`src/rtl/mac_acc_block.sv`:
```
// Accumulation stage between mul and writeback: sums packed partial products into batches and hands them on.
// Optional build macro MAC_ACC_SATURATE_EN clamps the accumulator on overflow instead of wrapping.
module mac_acc_block #(
  parameter int MAC_CONF_WIDTH = 3,
  parameter int MAC_MIN_WIDTH  = 8,
  parameter int MAC_INT_WIDTH  = 5 * MAC_MIN_WIDTH,
  parameter int MAC_ACC_WIDTH  = MAC_INT_WIDTH + 8,
  parameter int MAC_CNT_WIDTH  = 8
) (
  input  logic                      clk,
  input  logic                      rst_n,
  input  logic                      en,
  input  logic                      clr,
  input  logic [MAC_CONF_WIDTH-1:0] cfg,
  input  logic                      in_valid,
  output logic                      in_ready,
  input  logic [MAC_INT_WIDTH-1:0]  C,
  input  logic                      in_last,
  output logic                      out_valid,
  input  logic                      out_ready,
  output logic [MAC_ACC_WIDTH-1:0]  acc_out,
  output logic [MAC_CNT_WIDTH-1:0]  beat_count,
  output logic                      ovf
);

  typedef enum logic [1:0] {IDLE, ACCUM, HOLD} state_t;

  // Packing codes match MAC_SINGLE/MAC_DUAL/MAC_QUAD in mac_const.vh; only cfg[1:0] selects the mode.
  localparam logic [MAC_CONF_WIDTH-1:0] MODE_MASK   = MAC_CONF_WIDTH'(3);
  localparam logic [MAC_CONF_WIDTH-1:0] MODE_SINGLE = MAC_CONF_WIDTH'(0);
  localparam logic [MAC_CONF_WIDTH-1:0] MODE_DUAL   = MAC_CONF_WIDTH'(1);
  localparam logic [MAC_CONF_WIDTH-1:0] MODE_QUAD   = MAC_CONF_WIDTH'(2);

  localparam logic [MAC_ACC_WIDTH-1:0] ACC_ONE     = MAC_ACC_WIDTH'(1);
  localparam logic [MAC_ACC_WIDTH-1:0] MASK_SINGLE = (ACC_ONE << (2 * MAC_MIN_WIDTH)) - ACC_ONE;
  localparam logic [MAC_ACC_WIDTH-1:0] MASK_DUAL   = (ACC_ONE << (3 * MAC_MIN_WIDTH)) - ACC_ONE;
  localparam logic [MAC_ACC_WIDTH-1:0] MASK_QUAD   = (ACC_ONE << MAC_INT_WIDTH) - ACC_ONE;
  localparam logic [MAC_CNT_WIDTH-1:0] CNT_ONE     = MAC_CNT_WIDTH'(1);

  state_t                    state;
  logic [MAC_ACC_WIDTH-1:0]  acc;
  logic [MAC_CONF_WIDTH-1:0] cfg_q;

  logic [MAC_CONF_WIDTH-1:0] mode;
  logic [MAC_ACC_WIDTH-1:0]  c_ext;
  logic [MAC_ACC_WIDTH-1:0]  term;
  logic [MAC_ACC_WIDTH-1:0]  base;
  logic [MAC_ACC_WIDTH:0]    sum;
  logic                      carry;
  logic [MAC_ACC_WIDTH-1:0]  acc_next;
  logic [MAC_CNT_WIDTH-1:0]  cnt_next;
  logic                      ovf_next;
  logic                      first_beat;

  assign in_ready = en && (state != HOLD);

  // The first beat of a batch uses the live cfg and starts from zero; later beats use the latched mode.
  always_comb begin
    first_beat = (state == IDLE);
    mode       = first_beat ? cfg : cfg_q;
    c_ext      = {{(MAC_ACC_WIDTH - MAC_INT_WIDTH){1'b0}}, C};
    term       = '0;
    case (mode & MODE_MASK)
      MODE_SINGLE: term = c_ext & MASK_SINGLE;
      MODE_DUAL:   term = c_ext & MASK_DUAL;
      MODE_QUAD:   term = c_ext & MASK_QUAD;
      default:     term = '0;
    endcase
    base  = first_beat ? '0 : acc;
    sum   = {1'b0, base} + {1'b0, term};
    carry = sum[MAC_ACC_WIDTH];
`ifdef MAC_ACC_SATURATE_EN
    acc_next = carry ? '1 : sum[MAC_ACC_WIDTH-1:0];
`else
    acc_next = sum[MAC_ACC_WIDTH-1:0];
`endif
    if (first_beat)
      cnt_next = CNT_ONE;
    else if (beat_count == '1)
      cnt_next = beat_count;
    else
      cnt_next = beat_count + CNT_ONE;
    ovf_next = first_beat ? 1'b0 : (ovf | carry);
  end

  // Batch FSM; clr wins over any beat or output handshake, and en low freezes everything.
  always_ff @(posedge clk or negedge rst_n) begin
    if (!rst_n) begin
      state      <= IDLE;
      acc        <= '0;
      acc_out    <= '0;
      beat_count <= '0;
      ovf        <= 1'b0;
      out_valid  <= 1'b0;
      cfg_q      <= '0;
    end else if (en) begin
      if (clr) begin
        state      <= IDLE;
        acc        <= '0;
        beat_count <= '0;
        ovf        <= 1'b0;
        out_valid  <= 1'b0;
      end else begin
        case (state)
          IDLE, ACCUM: begin
            if (in_valid) begin
              acc        <= acc_next;
              beat_count <= cnt_next;
              ovf        <= ovf_next;
              if (first_beat)
                cfg_q <= cfg;
              if (in_last) begin
                acc_out   <= acc_next;
                out_valid <= 1'b1;
                state     <= HOLD;
              end else begin
                state <= ACCUM;
              end
            end
          end
          HOLD: begin
            if (out_ready) begin
              out_valid <= 1'b0;
              acc       <= '0;
              state     <= IDLE;
            end
          end
          default: state <= IDLE;
        endcase
      end
    end
  end

endmodule

```
`config.mk`:
```
export PLATFORM = sky130hd
export DESIGN_NAME = mac_acc_block
export DESIGN_NICKNAME = d
export VERILOG_FILES = /design/src/rtl/mac_acc_block.sv
export SDC_FILE = /design/constraint.sdc
export NUM_CORES = 1
export LEC_CHECK = 0
export ABC_AREA = 1
export CORE_MARGIN = 5
export CORE_UTILIZATION = 40
export CTS_BUF_LIST = sky130_fd_sc_hd__clkbuf_16
export CTS_CLUSTER_SIZE = 12
export DETAILED_ROUTE_END_ITERATION = 8
export GPL_TIMING_DRIVEN = 0
export HOLD_SLACK_MARGIN = 0.03
export SLEW_MARGIN = 10
export SYNTH_ARGS = -nofsm -noshare
export SYNTH_HDL_FRONTEND = slang
export SYNTH_SLANG_ARGS = --single-unit
```
`constraint.sdc`:
```
create_clock -name clk -period 8.7 [get_ports clk]
set_input_delay 0.87 -clock clk [delete_from_list [all_inputs] [get_ports clk]]
set_output_delay 0.87 -clock clk [all_outputs]
set_load 0.03 [all_outputs]
```
Word-level counts from Yosys, hierarchy flattened. Cells that the tools add are included.

Add/subtract/negate cells: 2. Bitwise operators: 2. Mux-type cells: 26. Reduce and logical (&&, ||, !) cells: 14. Equality and inequality tests: 10.

Operators by type and width (count): two-way mux 48 bit (4); one-hot mux 40 bit (3 select lines) (1); one-hot mux 48 bit (2 select lines) (1); adder 48 x 40 -> 49 bit (1); two-way mux 8 bit (5); inequality test 3 bit (second input constant) (4); AND reduction 4 bit (3); two-way mux 2 bit (5); AND reduction 5 bit (2); adder 8 x 1 -> 8 bit (second input constant) (1); equality test 8 bit (second input constant) (1); two-way mux 1 bit (8); AND reduction 3 bit (2); equality test 2 x 1 -> 1 bit (second input constant) (2); equality test 2 bit (second input constant) (2); one-hot mux 2 bit (2 select lines) (1); nonzero test 2 bit (2); logical NOT 3 bit (1); nonzero test 3 bit (1); logical NOT 2 bit (1); inequality test 2 bit (second input constant) (1); one-hot mux 1 bit (2 select lines) (1); OR reduction 2 bit (1); logical AND 1 bit (1); 2 further kinds (2).

Input port bits: 50. Register bits after elaboration: 110. Logic and storage cells: 61.

Logic depth before layout (Yosys ltp).
Depth after elaboration: 10. Mapped depth: 22.

Worst setup path after synthesis. Ideal clock, no wire load.

Path type: input to register. Start point: in cfg[0]. End point: reg acc[36]. Buffers on the path: 0. Setup time: 0.117 ns. Path slack: 5.617 ns. Required time: 8.583 ns. Cell stages on the path: 19. Data arrival time: 2.966 ns. Cells stage by stage: or2_2 o21ai_2 nor2_1 nor2_1 ha_1 inv_1 fa_1 inv_1 nand3_1 nand2_1 nand3_1 nand3_1 nand2_1 nand2_1 nand2_1 nand2_1 nand2_1 nand3_1 nand2_1.

Cells in the longest elaborated chain, start to end: 7. Elaborated cells on any way between the ends: 9. Classes of those cells: 1 x add/sub; 2 x eq/ne; 5 x mux; 1 x reduce/logical.

Ends and longest elaborated chain: start, declared (line 14) `input logic [MAC_CONF_WIDTH-1:0] cfg,`; two-way mux 2 bit *; equality test 2 bit, or another cell as far along (line 63) `case (mode & MODE_MASK)`; one-hot mux 40 bit (3 select lines) * (line 63); adder 48 x 40 -> 49 bit * (line 70) `sum = {1'b0, base} + {1'b0, term};`; two-way mux 48 bit * (line 106) `if (in_valid) begin`; one-hot mux 48 bit (2 select lines) * (line 104) `case (state)`; two-way mux 48 bit * (line 97) `if (clr) begin`; end signal, assigned (line 107) `acc <= acc_next;`; end, declared (line 41) `logic [MAC_ACC_WIDTH-1:0] acc;`.

Mark *: on every way between the ends. The rest lies on a longest branch, timed or not. The select of a mux whose other input is x is not followed. A chain may end at the register's enable or synchronous reset.

Worst setup path in the final report.
Start point: reg state[1]. End point: reg acc[20].

Cells in the longest elaborated chain, start to end: 8. Elaborated cells on any way between the ends: 18. Classes of those cells: 1 x add/sub; 6 x eq/ne; 6 x mux; 5 x reduce/logical.

Ends and longest elaborated chain: start, declared (line 40) `state_t state;`; start signal, assigned (line 89) `state <= IDLE;`; start signal, assigned (line 98) `state <= IDLE;`; start signal, assigned (line 115) `state <= HOLD;`; logical NOT 2 bit (line 59, 104); two-way mux 2 bit; equality test 2 bit, or another cell as far along (line 63); one-hot mux 40 bit (3 select lines) (line 63); adder 48 x 40 -> 49 bit (line 70); two-way mux 48 bit (line 106); one-hot mux 48 bit (2 select lines) (line 104); two-way mux 48 bit (line 97).

Several ways; a longest one is shown, not always the timed one. The select of a mux whose other input is x is not followed.

==> results.rst <==
.. list-table::
   :header-rows: 1

   * - Metric
     - Value
   * - Result of the run
     - complete, no violations
   * - Final Wtd Congestion
     - just under 1
   * - Detail Route Antenna Nets
     - 0
   * - Number of antenna violations at the first check in global routing
     - 1
   * - Wire length of the first global-routing pass
     - 46.29 mm
   * - Critical path's top delay family
     - simple AND/OR/NAND/NOR gates
   * - Synthesis warning total
     - 0
   * - Post-route fraction of the period consumed by the critical path
     - about half
   * - Slew at the pin with the worst max-slew slack
     - 0.6177 ns
   * - Post-CTS resize count
     - 0
   * - Minimum period implied by the final worst setup slack
     - 4.194 ns
   * - Vias per std cell
     - 4.822
   * - Max-capacitance violation count
     - 0
   * - Summed area of non-filler cells in the final layout
     - between 10000 and 15000 sq um
   * - Total number of vias
     - 8936
   * - Wire per inst
     - 16.07 um
   * - Avg Inst Size Synth
     - 6.048 sq um
   * - Kind of end point of the critical path
     - flop
   * - Clock tree from TritonCTS
     - yes
   * - Sequential fraction of the synthesis area
     - 31.43%
   * - Placement-stage cell area
     - 10210 sq um
   * - Sequence of cells on the critical path
     - nor2_2 -> buf_2 -> o21ai_2 -> nor2_1 -> buf_2 -> nor2_1 -> ha_1 -> nand2_1 -> inv_1 -> nand2_1 -> nand2_1 -> inv_1 -> nand3_1 -> nand2_1 -> nand2_1 -> xnor2_1 -> o21ai_0
   * - Worst Setup Start Kind
     - flop
   * - Dominant register cell in the synthesized netlist
     - sky130_fd_sc_hd__dfrtp_1
   * - PwrDens
     - 164.2 nW/um^2
   * - Seq. cell area
     - 2753 sq um
   * - # DRC
     - 0
   * - Switching part of the total
     - 39.84%
   * - Required time at the worst-slack endpoint
     - 8.93 ns
   * - Post-Route Skew
     - 0.01911 ns
   * - Number of input and output port buffers inserted
     - between 100 and 150
   * - Worst-skew pair later-pin latency
     - about 0.37 ns
   * - Unrepaired setup endpoints after global routing
     - false
   * - Deepest level of the CTS H-tree
     - 3
   * - Number of max-slew violations in the final report
     - 0
   * - Clock power share
     - 23.9%
   * - Total die area
     - 24950 sq um
   * - Switching Power
     - around 0.0007 W
   * - Async set-or-reset flop fraction in the synthesized netlist
     - 100.0%
   * - Fill cell instance count of the final layout
     - 2341
   * - Via count of the first global-routing pass
     - slightly above 8000
   * - Pin count of the biggest net entering global routing
     - 61
   * - Maximum vdd drop
     - between 0.1 and 0.15 mV
   * - Slowest stage cell, crit path
     - sky130_fd_sc_hd__dfrtp_1
   * - Hold buffers post-CTS
     - 0
   * - Boundary pin count
     - between 100 and 150
   * - Number of failing hold endpoints at the final stage
     - 0
   * - Number of synthesized flops with an enable pin
     - 0
   * - #FFs+latches synth
     - 110
   * - Maximum operating frequency
     - 238.4 MHz
   * - Mapped cell area
     - 8757 sq um
   * - Count of different cell masters after synthesis
     - 37
   * - Headroom to the max-slew limit
     - 58.82%
   * - Maximum buffer depth of the clock tree
     - 2
   * - Post-DP HPWL
     - 24.52 mm
   * - Static power due to leakage
     - about 5.8 nW
   * - Post-CTS setup repair buffer count
     - 0
   * - Most used cell along the critical path
     - sky130_fd_sc_hd__nand2_1
   * - Cell Int Power
     - 0.001036 W
   * - Clock-pin slew of the registers on the worst-case setup and hold paths
     - 0.09 ns
   * - Number of setup violations in the final report
     - 0
   * - Initial standard-cell utilization of the core
     - 40.38%
   * - Cell row count
     - 54
   * - Routed wire length
     - 29.78 mm
   * - Final net count
     - between 1500 and 2000
   * - Count of routing violations after the opening detailed-route iteration
     - 587
   * - Combinational share of power
     - 39.4%
   * - Maximum single-stage delay on the critical path
     - ~0.44 ns
   * - Power share of the sequential group
     - 36.7%
   * - Root Buffer Master
     - sky130_fd_sc_hd__clkbuf_16
   * - Worst-path maximum fanout
     - 10
   * - Clock sinks
     - 110
   * - Sum of buffers and inverters on the critical path
     - 4
   * - Area of the multi-input gates
     - 4770 sq um
   * - Total nets after synthesis
     - between 1500 and 2000
   * - Fraction of layout cells with a size suffix above 1
     - 3.499%
   * - Critical Setup Path Class
     - reg -> reg
   * - Worst hold path type
     - in -> async
   * - Vert. Die Dim
     - 158.0 um
   * - Die Span X
     - 158.0 um
   * - Setup Total Neg Slack
     - 0 ns
   * - CTS buffer count
     - 9
   * - Layout overhead on the synthesized area
     - 19.75%
   * - Number of detailed-routing iterations run before antenna repair
     - 6
   * - Synthesized instance count
     - 1448
   * - Data arrival time at the worst-slack endpoint
     - 4.42 ns
   * - Core area
     - roughly 22000 sq um
   * - Global-route usage over all layers
     - roughly a quarter
   * - Total congestion overflow
     - 0
[final cells by class]
type	count	area share, %
flip-flops and latches	110	26.25
diodes	1	0.02386
well taps	280	3.341
inverters	295	10.56
multi-input cells	1016	45.48
repair buffers	108	10.49
clock buffers	9	2.148
plain buffers	27	1.217
clock inverters	7	0.4892
[power groups by stage]
stage	sequential [W]	combinational (W)	clock (W)
after global placement	0.000641	0.000668	0
after detailed placement	0.000642	0.000676	0
after CTS	0.000633	0.000680	0.000421
after global routing	0.000643	0.000742	0.000438
final	0.000632	0.000678	0.000412
after floorplan	0.000751	0.000303	0
[metal layers]
metal | vias to the layer above | wire [um] | track usage [%]
li1 | 4642 | - | -
met1 | 4009 | 15120 | 37.19
met2 | 256 | 12480 | 36.10
met3 | 29 | 1586 | 2.570
met4 | 0 | 590 | 5.890
met5 | - | 0 | 0
[cells in the mapped netlist, types with 7 or more instances]
master                     number  area share [%]
sky130_fd_sc_hd__inv_1        288              12
sky130_fd_sc_hd__ha_1          41             5.9
sky130_fd_sc_hd__nor3_1        10            0.57
sky130_fd_sc_hd__nand4_1       14             1.0
sky130_fd_sc_hd__nand3b_1       9            0.77
sky130_fd_sc_hd__nand3_1      110             6.3
sky130_fd_sc_hd__dfrtp_1      110              31
sky130_fd_sc_hd__buf_2         15            0.86
sky130_fd_sc_hd__xnor2_1       18             1.8
sky130_fd_sc_hd__nor2_1       191             8.2
sky130_fd_sc_hd__clkbuf_1       7            0.30
sky130_fd_sc_hd__o22ai_1       17             1.2
sky130_fd_sc_hd__a21oi_1       29             1.7
sky130_fd_sc_hd__nand2_1      492              21
sky130_fd_sc_hd__o21ai_0       47             2.7
[cells in the final DEF, fill, tap and decap left out, types with 3 or more instances in the layout]
master and n:
sky130_fd_sc_hd__o21ai_0 47, sky130_fd_sc_hd__buf_2 15, sky130_fd_sc_hd__buf_1 4, sky130_fd_sc_hd__dfrtp_1 110, sky130_fd_sc_hd__a21oi_1 29, sky130_fd_sc_hd__nor3_1 10
sky130_fd_sc_hd__or2_2 6, sky130_fd_sc_hd__o22ai_1 17, sky130_fd_sc_hd__nor2_1 191, sky130_fd_sc_hd__clkbuf_1 7, sky130_fd_sc_hd__nand3_1 110, sky130_fd_sc_hd__clkdlybuf4s50_1 106
sky130_fd_sc_hd__inv_1 289, sky130_fd_sc_hd__nand4_1 14, sky130_fd_sc_hd__clkbuf_16 9, sky130_fd_sc_hd__xnor2_1 18, sky130_fd_sc_hd__inv_2 6, sky130_fd_sc_hd__nand3b_1 9
sky130_fd_sc_hd__o21bai_1 3, sky130_fd_sc_hd__o21ai_1 6, sky130_fd_sc_hd__nand2_1 492, sky130_fd_sc_hd__nor2_2 3, sky130_fd_sc_hd__ha_1 41, sky130_fd_sc_hd__and2_1 3
[through the flow]
stage               setup WS, ns  util [%]  instances  hold WS (ns)  total power [W]
finish                     4.506     48.35       1853        0.4328         0.001721
global route               4.167     48.34       1852        0.4776         0.001823
CTS                        4.516     48.34       1852        0.4585         0.001734
detailed placement         4.328     47.06       1836        0.4651         0.001318
global placement           2.280     46.93       1835        0.4636         0.001309
floorplan                  5.617         -       1448        0.4491         0.001054
[logic make-up after synthesis]
family          synth area share [%]
fa+ha+maj                      6.087
buf+inv                        14.10
xor+xnor                       1.900
simple gates                   39.79
flops                          31.43
compound gates                 6.687
[path summary, 6_finish.rpt]
path	from	to	slack, ns	cells after the start
setup / recovery	state[1]$_DFFE_PN0P_	acc[20]$_DFFE_PN0P_	4.51	17
hold / removal	rst_n	acc_out[15]$_DFFE_PN0P_	0.43	1
setup reg to reg	state[1]$_DFFE_PN0P_	acc[20]$_DFFE_PN0P_	4.51	17
hold reg to reg	acc[33]$_DFFE_PN0P_	acc[33]$_DFFE_PN0P_	0.48	2
max in group asynchronous	rst_n	acc[24]$_DFFE_PN0P_	7.55	2
min in group clk	acc[33]$_DFFE_PN0P_	acc[33]$_DFFE_PN0P_	0.48	2
[registers in the layout (all words and copies together) (netlist names)]
signal,flops
acc,48
acc_out,48
beat_count,8
cfg_q,2
out_valid,1
ovf,1
state,2
(Power assumes the default switching activity.)
